File: src/rtl/mem_arb_pkg.sv
// Shared types for the IFU/LSU memory port arbiter.
package mem_arb_pkg;

    typedef enum logic [1:0] {IDLE, ISSUE, WAIT, RESP} state_e;
    typedef enum logic {OWN_IFU, OWN_LSU} owner_e;

    // Counter width able to hold 0..n; never narrower than one bit.
    function automatic int cnt_w(input int n);
        return (n < 1) ? 1 : $clog2(n + 1);
    endfunction

endpackage

File: src/rtl/mem_arb_pick.sv
// Winner select between IFU and LSU: LSU priority, IFU forced after a streak of contested LSU wins.
module mem_arb_pick
    import mem_arb_pkg::*;
#(
    parameter int LSU_STREAK_MAX = 4
) (
    input  logic clk,
    input  logic rst_n,
    input  logic en_i,
    input  logic ifu_valid_i,
    input  logic lsu_valid_i,
    output logic ifu_gnt_o,
    output logic lsu_gnt_o
);

    localparam int SW = cnt_w(LSU_STREAK_MAX);
    localparam logic [SW-1:0] SMAX = SW'(LSU_STREAK_MAX);

    logic [SW-1:0] streak_q, streak_d;
    logic          force_ifu;

    always_comb begin
        force_ifu = ifu_valid_i && (streak_q == SMAX);
        lsu_gnt_o = en_i && lsu_valid_i && !force_ifu;
        ifu_gnt_o = en_i && ifu_valid_i && !lsu_gnt_o;
        streak_d  = streak_q;
        // Only contested LSU wins count towards IFU starvation.
        if (ifu_gnt_o)
            streak_d = '0;
        else if (lsu_gnt_o && ifu_valid_i && (streak_q != SMAX))
            streak_d = streak_q + 1'b1;
    end

    always_ff @(posedge clk or posedge rst_n) begin
        if (rst_n) streak_q <= '0;
        else       streak_q <= streak_d;
    end

endmodule

File: src/rtl/mem_port_arbiter.sv
// Single-outstanding memory port shared by IFU (read) and LSU (read/write), with response timeout.
module mem_port_arbiter
    import mem_arb_pkg::*;
#(
    parameter int ADDR_W         = 32,
    parameter int DATA_W         = 32,
    parameter int LSU_STREAK_MAX = 4,
    parameter int TIMEOUT_CYCLES = 64
) (
    input  logic                clk,
    input  logic                rst_n,
    input  logic                ifu_req_valid,
    output logic                ifu_req_ready,
    input  logic [ADDR_W-1:0]   ifu_addr,
    output logic                ifu_rsp_valid,
    output logic [DATA_W-1:0]   ifu_rsp_rdata,
    output logic                ifu_rsp_err,
    input  logic                lsu_req_valid,
    output logic                lsu_req_ready,
    input  logic                lsu_we,
    input  logic [ADDR_W-1:0]   lsu_addr,
    input  logic [DATA_W-1:0]   lsu_wdata,
    input  logic [DATA_W/8-1:0] lsu_wstrb,
    output logic                lsu_rsp_valid,
    output logic [DATA_W-1:0]   lsu_rsp_rdata,
    output logic                lsu_rsp_err,
    output logic                mem_req_valid,
    input  logic                mem_req_ready,
    output logic                mem_we,
    output logic [ADDR_W-1:0]   mem_addr,
    output logic [DATA_W-1:0]   mem_wdata,
    output logic [DATA_W/8-1:0] mem_wstrb,
    input  logic                mem_rsp_valid,
    input  logic [DATA_W-1:0]   mem_rsp_rdata,
    output logic                busy
);

    localparam int TW = cnt_w(TIMEOUT_CYCLES);
    localparam logic [TW-1:0] TMO_LAST = TW'((TIMEOUT_CYCLES == 0) ? 0 : TIMEOUT_CYCLES - 1);

    state_e              state_q, state_d;
    owner_e              owner_q;
    logic                we_q, err_q, stale_q;
    logic [ADDR_W-1:0]   addr_q;
    logic [DATA_W-1:0]   wdata_q, rdata_q;
    logic [DATA_W/8-1:0] wstrb_q;
    logic [TW-1:0]       tmo_q;
    logic                ifu_gnt, lsu_gnt, grant_en, tmo_hit;

    // rst_n is active-high; gating here keeps req_ready low while reset is held.
    assign grant_en = (state_q == IDLE) && !stale_q && !rst_n;
    assign tmo_hit  = (TIMEOUT_CYCLES != 0) && (tmo_q == TMO_LAST);

    mem_arb_pick #(.LSU_STREAK_MAX(LSU_STREAK_MAX)) u_pick (
        .clk         (clk),
        .rst_n       (rst_n),
        .en_i        (grant_en),
        .ifu_valid_i (ifu_req_valid),
        .lsu_valid_i (lsu_req_valid),
        .ifu_gnt_o   (ifu_gnt),
        .lsu_gnt_o   (lsu_gnt)
    );

    always_comb begin
        state_d = state_q;
        case (state_q)
            IDLE:    if (ifu_gnt || lsu_gnt) state_d = ISSUE;
            ISSUE:   if (mem_req_ready) state_d = WAIT;
            WAIT:    if (mem_rsp_valid || tmo_hit) state_d = RESP;
            RESP:    state_d = IDLE;
            default: state_d = IDLE;
        endcase
    end

    always_ff @(posedge clk or posedge rst_n) begin
        if (rst_n) begin
            state_q <= IDLE;
            owner_q <= OWN_IFU;
            we_q    <= 1'b0;
            addr_q  <= '0;
            wdata_q <= '0;
            wstrb_q <= '0;
            rdata_q <= '0;
            err_q   <= 1'b0;
            stale_q <= 1'b0;
            tmo_q   <= '0;
        end else begin
            state_q <= state_d;
            if (ifu_gnt || lsu_gnt) begin
                owner_q <= lsu_gnt ? OWN_LSU : OWN_IFU;
                we_q    <= lsu_gnt && lsu_we;
                addr_q  <= lsu_gnt ? lsu_addr : ifu_addr;
                wdata_q <= lsu_gnt ? lsu_wdata : '0;
                wstrb_q <= lsu_gnt ? lsu_wstrb : '0;
            end
            if (state_q == ISSUE) tmo_q <= '0;
            if (state_q == WAIT) begin
                if (mem_rsp_valid) begin
                    rdata_q <= we_q ? '0 : mem_rsp_rdata;
                    err_q   <= 1'b0;
                end else if (tmo_hit) begin
                    // Slave still owes a beat; swallow it when it finally arrives.
                    rdata_q <= '0;
                    err_q   <= 1'b1;
                    stale_q <= 1'b1;
                end else begin
                    tmo_q <= tmo_q + 1'b1;
                end
            end
            if (stale_q && mem_rsp_valid) stale_q <= 1'b0;
        end
    end

    assign ifu_req_ready = ifu_gnt;
    assign lsu_req_ready = lsu_gnt;
    assign mem_req_valid = (state_q == ISSUE);
    assign mem_we        = we_q;
    assign mem_addr      = addr_q;
    assign mem_wdata     = wdata_q;
    assign mem_wstrb     = wstrb_q;
    assign ifu_rsp_valid = (state_q == RESP) && (owner_q == OWN_IFU);
    assign lsu_rsp_valid = (state_q == RESP) && (owner_q == OWN_LSU);
    assign ifu_rsp_rdata = rdata_q;
    assign lsu_rsp_rdata = rdata_q;
    assign ifu_rsp_err   = ifu_rsp_valid && err_q;
    assign lsu_rsp_err   = lsu_rsp_valid && err_q;
    assign busy          = (state_q != IDLE);

endmodule

File: config.mk
export PLATFORM = sky130hd
export DESIGN_NAME = mem_port_arbiter
export DESIGN_NICKNAME = d
export VERILOG_FILES = /design/src/rtl/mem_arb_pkg.sv /design/src/rtl/mem_arb_pick.sv /design/src/rtl/mem_port_arbiter.sv
export SDC_FILE = /design/constraint.sdc
export NUM_CORES = 1
export LEC_CHECK = 0
export ABC_CLOCK_PERIOD_IN_PS = 4700
export BUFFER_PORTS_ARGS = -buffer_cell sky130_fd_sc_hd__buf_2
export CAP_MARGIN = 40
export CORE_MARGIN = 3
export CORE_UTILIZATION = 44
export DETAILED_ROUTE_END_ITERATION = 16
export PLACE_DENSITY = 0.85
export SYNTH_ARGS = -nofsm -noshare
export SYNTH_HDL_FRONTEND = slang
export SYNTH_SLANG_ARGS = --single-unit
File: constraint.sdc
create_clock -name clk -period 4.7 [get_ports clk]
set_input_delay 0.94 -clock clk [delete_from_list [all_inputs] [get_ports clk]]
set_output_delay 0.94 -clock clk [all_outputs]
set_load 0.01 [all_outputs]
## Word level (Yosys, flattened, before mapping)

Cells that the tools add are included.

- Flip-flop bits (word level): 116
- Logic and storage cells: 76
- Bits of input ports: 139
- Output and inout port bits: 141

- Reductions and logical operators: 30
- Eq/ne operators: 10
- Multiplexer cells: 22
- Add/subtract/negate cells: 2
- Bitwise logic cells: 1

Operators with widths:

| cell | number |
|---|---|
| $mux W32 | 5 |
| $mux W7 | 4 |
| $logic_and A1 B1 Y1 | 15 |
| $reduce_bool A2 Y1 | 5 |
| $pmux W2 S4 | 1 |
| $add A7 B1 Y7 const B | 1 |
| $eq A7 B6 Y1 const B | 1 |
| $mux W1 | 6 |
| $mux W2 | 3 |
| $mux W3 | 2 |
| $ne A2 B1 Y1 const B | 3 |
| $reduce_and A3 Y1 | 2 |
| $eq A2 B2 Y1 const B | 2 |
| $logic_not A1 Y1 | 4 |
| $mux W4 | 1 |
| $add A3 B1 Y3 const B | 1 |
| $eq A3 B3 Y1 const B | 1 |
| $ne A3 B3 Y1 const B | 1 |
| $eq A2 B1 Y1 const B | 1 |
| $logic_not A2 Y1 | 1 |
| $logic_or A1 B1 Y1 | 2 |
| $ne A2 B2 Y1 const B | 1 |
| $reduce_and A2 Y1 | 1 |
| $not A1 Y1 | 1 |

## Logic depth before layout (Yosys ltp)

Gate-level depths: netlist of the first run.

- Depth after elaboration: 10
- Depth in mapped cells: 8
- Mapped depth without buffers: 6

## By module

Synthesis of the first run repeated with hierarchy kept, for this count alone.

- Cell total of the unflattened synthesis: 472
- Area, all modules: 5,193.7 µm²

Modules (own cells, without submodules):

| module | area each (µm²) | instances | cells each |
|---|---|---|---|
| mem_port_arbiter | 4,969.8 | 1 | 449 |
| mem_arb_pick | 224.0 | 1 | 23 |

## Worst setup path before layout of the first run

OpenSTA, ideal clock, no wires.

- Path type: input port to output port
- Start: input port rst_n
- End: output port ifu_req_ready
- Arrival: 1.919 ns
- Required time: 3.760 ns
- Slack: 1.841 ns
- Path buffers: 1
- Stages on the path: 4
- Cell sequence: and4bb_2 -> mux2_2 -> clkbuf_1 -> inv_1

- Longest elaborated chain between the ends: 6
- Elaborated cells on any way between the ends: 7
- Those cells by class: reduce/logical: 7

RTL lines:

| element | line | RTL |
|---|---|---|
| start: declaration | mem_port_arbiter.sv:11 | `input logic rst_n,` |
| $logic_not A1 Y1 (no source line) * | n/a |  |
| $logic_and A1 B1 Y1 * | mem_port_arbiter.sv:51 | `assign grant_en = (state_q == IDLE) && !stale_q && !rst_n;` |
| $logic_and A1 B1 Y1 (2 in a row) | mem_arb_pick.sv:24 | `lsu_gnt_o = en_i && lsu_valid_i && !force_ifu;` |
| $logic_not A1 Y1 | mem_arb_pick.sv:25 | `ifu_gnt_o = en_i && ifu_valid_i && !lsu_gnt_o;` |
| $logic_and A1 B1 Y1 * | mem_arb_pick.sv:25 |  |
| end: declaration | mem_port_arbiter.sv:13 | `output logic ifu_req_ready,` |

Every way passes the cells marked *; elsewhere a longest branch is shown, timed or not.

## Worst setup path after layout of the first run

- Start: register state_q[0]
- End: output port ifu_req_ready

- Longest elaborated chain between the ends: 7
- Elaborated cells on any way between the ends: 8
- Those cells by class: reduce/logical: 8

RTL lines:

| element | line | RTL |
|---|---|---|
| start: declaration | mem_port_arbiter.sv:41 | `state_e state_q, state_d;` |
| start signal: assignment | mem_port_arbiter.sv:88 | `state_q <= state_d;` |
| $logic_not A2 Y1 * | mem_port_arbiter.sv:51 |  |
| $logic_and A1 B1 Y1 * (2 in a row) | mem_port_arbiter.sv:51 |  |
| $logic_and A1 B1 Y1 (2 in a row) | mem_arb_pick.sv:24 |  |
| $logic_not A1 Y1 | mem_arb_pick.sv:25 |  |
| $logic_and A1 B1 Y1 * | mem_arb_pick.sv:25 |  |

Marks and branches as above.

==> flow_summary_export.csv, run 1 <==
group,metric,value,unit
sta,finalCritPeriodShare,71.80,%
logic_synthesis,synth-seq-cells,116,
pwr,power_density,704.4,nW/µm²
sta,drv_slew,0,
die,start_util,45.63,%
route,vias_per_cell,5.292,
sta,hold_slack,0.4911,ns
sta,rsz0062_at_grt,"false",
global_route,antenna_found_initial,0,
sta,tightest_slew,0.5582,ns
clocking,clk_latency,0.41,ns
worst_setup_path,path_cells,"inv_1 -> ha_1 -> and4bb_2 -> mux2_2 -> inv_1 -> buf_2",
clocking,root_buffer,"clkbuf_16",
route,num_vias,4366,
placed_design,io_buffers,279,
die,num_rows,38,
clocking,postCtsHoldBufs,0,
cells_and_area,syn2layout_area_growth,38.68,%
clocking,cts-resized-gates,0,
cells_and_area,final_nets,819,
worst_setup_path,worst_setup_path_start_kind,"register",
sta,fin_worst_skew,0.009200,ns
worst_setup_path,cp_slowest_cell,"mux2_2",
logic_synthesis,synth-edff-count,0,
global_route,overflow,0,
sta,tns,0,ns
pwr,power,4.895,mW
die,io_pins,280,
logic_synthesis,yosysUniqueCellTypes,36,
worst_setup_path,worstSetupEndpointType,"primary output",
cells_and_area,drive_gt1_share,48.18,%
placed_design,gp_congestion,0.8619,
logic_synthesis,syn_area,5011,µm²
cells_and_area,fill_cells,855,
logic_synthesis,synth-seq-area-share,57.93,%
worst_setup_path,required,3.76,ns
logic_synthesis,syn_inst,427,
die,coreArea,10980,µm²
die,die_area,12710,µm²
min_path,hold_class,"register to register",
global_route,grt_pass1_vias,4482,
clocking,clock_sinks,116,
die,die_w,112.7,µm
sta,period_needed,3.374,ns
clocking,cts_tree,"yes",
die,die_h,112.7,µm
sta,setup-violations-final,0,
logic_synthesis,synth_fp_nets,574,
cells_and_area,finalInstanceArea,6949,µm²
run_status,outcome,"complete, no violations",
logic_synthesis,async_flop_share,100.0,%
worst_setup_path,slowest_delay,0.59,ns
route,ant_nets,0,
worst_setup_path,path_common_cell,"inv_1",
clocking,postCtsSetupBuffers,0,
clocking,max-clock-path-buffers,2,
global_route,grt_max_degree,45,
route,routedWlPerCell,17.43,µm
logic_synthesis,synthTopCellsByArea,"dfrtp_1 58%, a32o_1 7.4%, a22o_1 5.8%",
placed_design,place_hpwl,10690,µm
cells_and_area,antenna_cells,0,
logic_synthesis,post-synth-top-area-fraction,57.93,%
route,first_pass_iters,7,
route,drt-total-wl,14380,µm
sta,fmax,0.2963,GHz
logic_synthesis,synth.most_common_cell,"dfrtp_1",
logic_synthesis,yosysWarnings,0,
pwr,power.leakage,3.865,nW
route,drc_errors,0,
worst_setup_path,critical_path_class,"register to primary output",
route,drt_iter0_markers,360,
pwr,peakVddDrop,424.5,µV
clocking,clk_pin_slew_worst_paths,0.06,ns
clocking,cts_buffers,17,
worst_setup_path,cp_max_fo,33,
placed_design,dpl_cell_area,6316,µm²
global_route,gr-usage-all-layers,22.60,%
sta,slew_headroom,62.79,%
clocking,htree_levels,4,
logic_synthesis,synth.avg_cell_area,11.74,µm²
global_route,grt_first_pass_wirelength,22560,µm
worst_setup_path,crit_arrival,2.43,ns
logic_synthesis,synth_common_cells,"116 x dfrtp_1, 44 x inv_1, 37 x a32o_1",
run,maxCapViolCount,0,
logic_synthesis,synth_top_cell_by_area,"dfrtp_1",
sta,finalHoldViolCount,0,
logic_synthesis,synth-main-ff-cell,"dfrtp_1",
-- critical path, delay by kind of cell (launching register included) --
kind          cells  cell delay, ns
buf+inv           3            0.37
flops             1            0.40
simple gates      1            0.44
fa+ha+maj         1            0.22
mux               1            0.59
-- logic make-up (layout without fill, tap and decap cells) --
group | after synthesis | after routing | share of synthesized area, %
compound gates | 153 | 153 | 23.77
fa+ha+maj | 8 | 8 | 1.998
buf+inv | 106 | 364 | 10.69
flops | 116 | 116 | 57.93
simple gates | 38 | 38 | 4.295
mux | 6 | 6 | 1.323
-- final timing paths --
| kind | from | to | slack [ns] | cells past startpoint |
|---|---|---|---|---|
| max reg2reg | state_q[0] | mem_wdata[26] | 2.34 | 7 |
| max in group asynchronous | rst_n | ifu_rsp_rdata[4] | 3.23 | 3 |
| min in group asynchronous | rst_n | owner_q | 0.56 | 2 |
| min | mem_wdata[30] | mem_wdata[30] | 0.49 | 1 |
| min reg2reg | mem_wdata[30] | mem_wdata[30] | 0.49 | 1 |
| max | state_q[0] | ifu_req_ready | 1.33 | 6 |
-- flip-flops by register name (all words and copies together) (netlist names), 2 cells and up --
signal	count
ifu_rsp_rdata	32
mem_addr	32
mem_wdata	32
mem_wstrb	4
state_q	2
tmo_q	7
u_pick.streak_q	3
-- where the power goes --
part	switching, mW	total [mW]	internal [mW]
logic	0.957	1.79	0.835
clock network	0.452	1.37	0.915
registers	0.293	1.74	1.44
-- routing by layer --
layer / vias up / share of wire, % / global-route usage, %
met4: 0 / 2.0 / 8.173
met5: - / 0 / 0
met3: 25 / 8.1 / 7.380
met1: 2091 / 38 / 26.40
li1: 2011 / - / -
met2: 239 / 52 / 38.98
-- per-stage QoR --
step / std cells / setup WS, ns / utilization [%]
floorplan: 427 / 0.6876 / -
global route: 825 / 1.178 / 63.27
CTS: 825 / 1.318 / 63.27
global placement: 792 / 1.403 / 57.26
finish: 825 / 1.326 / 63.27
detailed placement: 793 / 1.369 / 57.51
-- layout by cell type (no fill, tap or decap), types with 2 or more instances in the layout --
cell / synthesis / layout
dfrtp_1: 116 / 116
buf_4: 32 / 8
nor3b_1: 2 / 2
inv_6: 0 / 2
o21ai_0: 33 / 33
a21oi_1: 6 / 6
and3_1: 2 / 2
clkinv_2: 0 / 3
o21ai_1: 6 / 5
clkinvlp_4: 0 / 2
a22o_1: 33 / 33
and2_1: 2 / 2
mux2i_1: 4 / 4
nor3_1: 4 / 4
nand2_1: 10 / 10
clkbuf_8: 0 / 2
bufinv_16: 0 / 4
a22oi_1: 32 / 32
inv_1: 44 / 43
a21o_1: 2 / 2
ha_1: 8 / 8
clkbuf_16: 0 / 17
nand3_1: 4 / 4
nor2_1: 6 / 5
a32o_1: 37 / 37
buf_2: 13 / 279
-- area by class of cell --
class                      count  area, µm²  area share, %
sequential                   116       2903          41.77
multi-input combinational    205       1587          22.83
timing repair buffer         288       1484          21.35
clock buffer                  20      456.7          6.572
clock inverter                12      176.4          2.539
tap                          140      175.2          2.521
inverter                      44      167.7          2.413
Note: power is estimated with default switching activity, not from simulation.
==> inputs of run 2 (changes only) <==
Settings changed: ABC_CLOCK_PERIOD_IN_PS 4700 to 3120.
Clock period 4.7 ns to 3.12 ns, I/O delays scaled along.
==> run 2 against run 1 <==
- combinational power increased by 49%
- flip-flop and latch count stayed put
- sequential share of layout area decreased by 0.090 points
- critical path depth did not move
- clock power increased by 51%
- sequential power increased by 51%
- worst hold slack got worse by 0.091 ns
- global-route usage is 0.39 points lower
- non-clock buffer count did not move
- total power increased by 50%
- clock-buffer cell count shrank 2
- highest routed layer is now met5
==> flow_summary_export.csv, run 2 (synthesis gave the netlist of run 1 again) <==
group,metric,value,unit
cells_and_area,layout_commonest_cell,"buf_2",
cells_and_area,finish.utilization,63.41,%
worst_setup_path,cp_max_fo,33,
route,drc_errors,0,
worst_setup_path,worst_setup_path_start_kind,"register",
clocking,cts-resized-gates,0,
pwr,p_int,4.785,mW
run_status,outcome,"complete, no violations",
cells_and_area,layout_common_cells,"279 x buf_2, 116 x dfrtp_1, 43 x inv_1",
global_route,grt_use_met1,26.31,%
route,num_vias,4392,
clocking,cts_buffers,17,
global_route,grt_util_met3,6.043,%
worst_setup_path,crit_arrival,2.19,ns
placed_design,dpl_cell_area,6322,µm²
global_route,grt.met2_usage,38.55,%
clocking,postCtsSetupBuffers,0,
worst_setup_path,r2r_cells,8,
global_route,gr-usage-all-layers,22.21,%
pwr,clkPwrFrac,28.2,%
sta,rsz0062_at_grt,"false",
die,num_rows,38,
cells_and_area,syn2layout_area_growth,38.98,%
sta,finalCritPeriodShare,90.18,%
route,first_pass_iters,5,
global_route,grt_max_degree,48,
global_route,overflow,0,
worst_setup_path,critical_path_class,"register to primary output",
clocking,postCtsHoldBufs,0,
pwr,peakVddDrop,540.5,µV
placed_design,io_buffers,279,
sta,setup-violations-final,0,
die,die_h,112.7,µm
clocking,max-clock-path-buffers,2,
sta,period_needed,2.814,ns
pwr,power.leakage,3.853,nW
cells_and_area,finalInstanceArea,6964,µm²
global_route,grt_first_pass_wirelength,22340,µm
route,ant_nets,0,
pwr,netSwitchingPower,2.577,mW
clocking,htree_levels,4,
die,io_pins,280,
die,die_w,112.7,µm
sta,fmax,0.3554,GHz
route,drt-total-wl,14130,µm
pwr,p_comb_share,36.3,%
clocking,clock_sinks,116,
die,coreArea,10980,µm²
clocking,clk_pin_slew_worst_paths,0.05,ns
pwr,swShare,35.00,%
cells_and_area,antenna_cells,0,
cells_and_area,fill_cells,881,
min_path,hold_class,"primary input to async pin",
sta,slew_headroom,45.93,%
die,die_area,12710,µm²
sta,tightest_slew,0.8094,ns
pwr,power_density,1057,nW/µm²
die,start_util,45.63,%
placed_design,dp_cells,793,
route,vias_per_cell,5.324,
placed_design,gp_congestion,0.8763,
worst_setup_path,worstSetupEndpointType,"primary output",
placed_design,place_hpwl,10440,µm
sta,tns,0,ns
cells_and_area,final_nets,819,
route,routedWlPerCell,17.13,µm
worst_setup_path,required,2.50,ns
run,maxCapViolCount,0,
sta,fin_worst_skew,0.005183,ns
clocking,clk_latency,0.40,ns
sta,finalHoldViolCount,0,
cells_and_area,drive_gt1_share,48.32,%
route,drt_iter0_markers,350,
clocking,root_buffer,"clkbuf_16",
clocking,cts_tree,"yes",
global_route,grt_pass1_vias,4462,
global_route,antenna_found_initial,1,
cells_and_area,final-instance-count-excl-fill,825,
pwr,power,7.362,mW
pwr,seqPwrFrac,35.5,%
sta,drv_slew,0,
global_route,top_usage_layer,"met2",
==> run 2: changes by cell type in the layout (fill, tap and decap cells not counted), sizes merged <==
cell	delta
clkbuf	-2
inv	-1
clkinvlp	+3
==> run 2: worst max-delay path: stages, from the launching register on <==
cell	delay, ns
dfrtp_1	0.41
inv_1	0.12
ha_1	0.21
nand4bb_1	0.26
mux2_2	0.55
inv_1	0.10
buf_2	0.13
==> run 2: path summary, 6_finish.rpt <==
check | end | slack [ns] | start
setup reg to reg | mem_addr[23] | 0.79 | state_q[1]
hold / removal | u_pick.streak_q[2] | 0.40 | rst_n
max in group asynchronous | mem_wdata[18] | 2.03 | rst_n
min in group clk | ifu_rsp_rdata[10] | 0.45 | mem_rsp_rdata[10]
setup / recovery | ifu_req_ready | 0.31 | state_q[1]
hold reg to reg | mem_wdata[18] | 0.49 | mem_wdata[18]
==> run 2: area by class of cell <==
type                    instances  area [µm²]  area share, %
repair buffers                288        1489          21.38
clock buffers                  18       439.2          6.306
well taps                     140       175.2          2.515
inverters                      44       168.9          2.425
multi-input cells             205        1587          22.78
clock inverters                14       202.7          2.911
flip-flops and latches        116        2903          41.68
==> run 2: power by group through the flow <==
| stage | logic [mW] | registers, mW | clock network (mW) |
|---|---|---|---|
| after floorplan | 1.45 | 2.86 | 0 |
| after global placement | 2.62 | 2.58 | 0 |
| after detailed placement | 2.71 | 2.62 | 0 |
| after CTS | 2.72 | 2.62 | 2.12 |
| after global routing | 2.92 | 2.70 | 2.20 |
| final | 2.67 | 2.62 | 2.07 |
==> run 2: metrics by stage <==
stage | hold slack [ns] | setup WS (ns)
after detailed placement | 0.4765 | 0.6333
after floorplan | 0.4716 | 0.8928
after global placement | 0.4707 | 0.6634
after CTS | 0.4117 | 0.2715
after global routing | 0.4315 | 0.1231
final | 0.4004 | 0.3064
==> run 2: metal layers <==
layer / wire length, µm / part of all wire (%)
met1: 5406 / 38
met3: 1117 / 7.9
met5: 13 / 0.092
met4: 318 / 2.3
met2: 7274 / 51
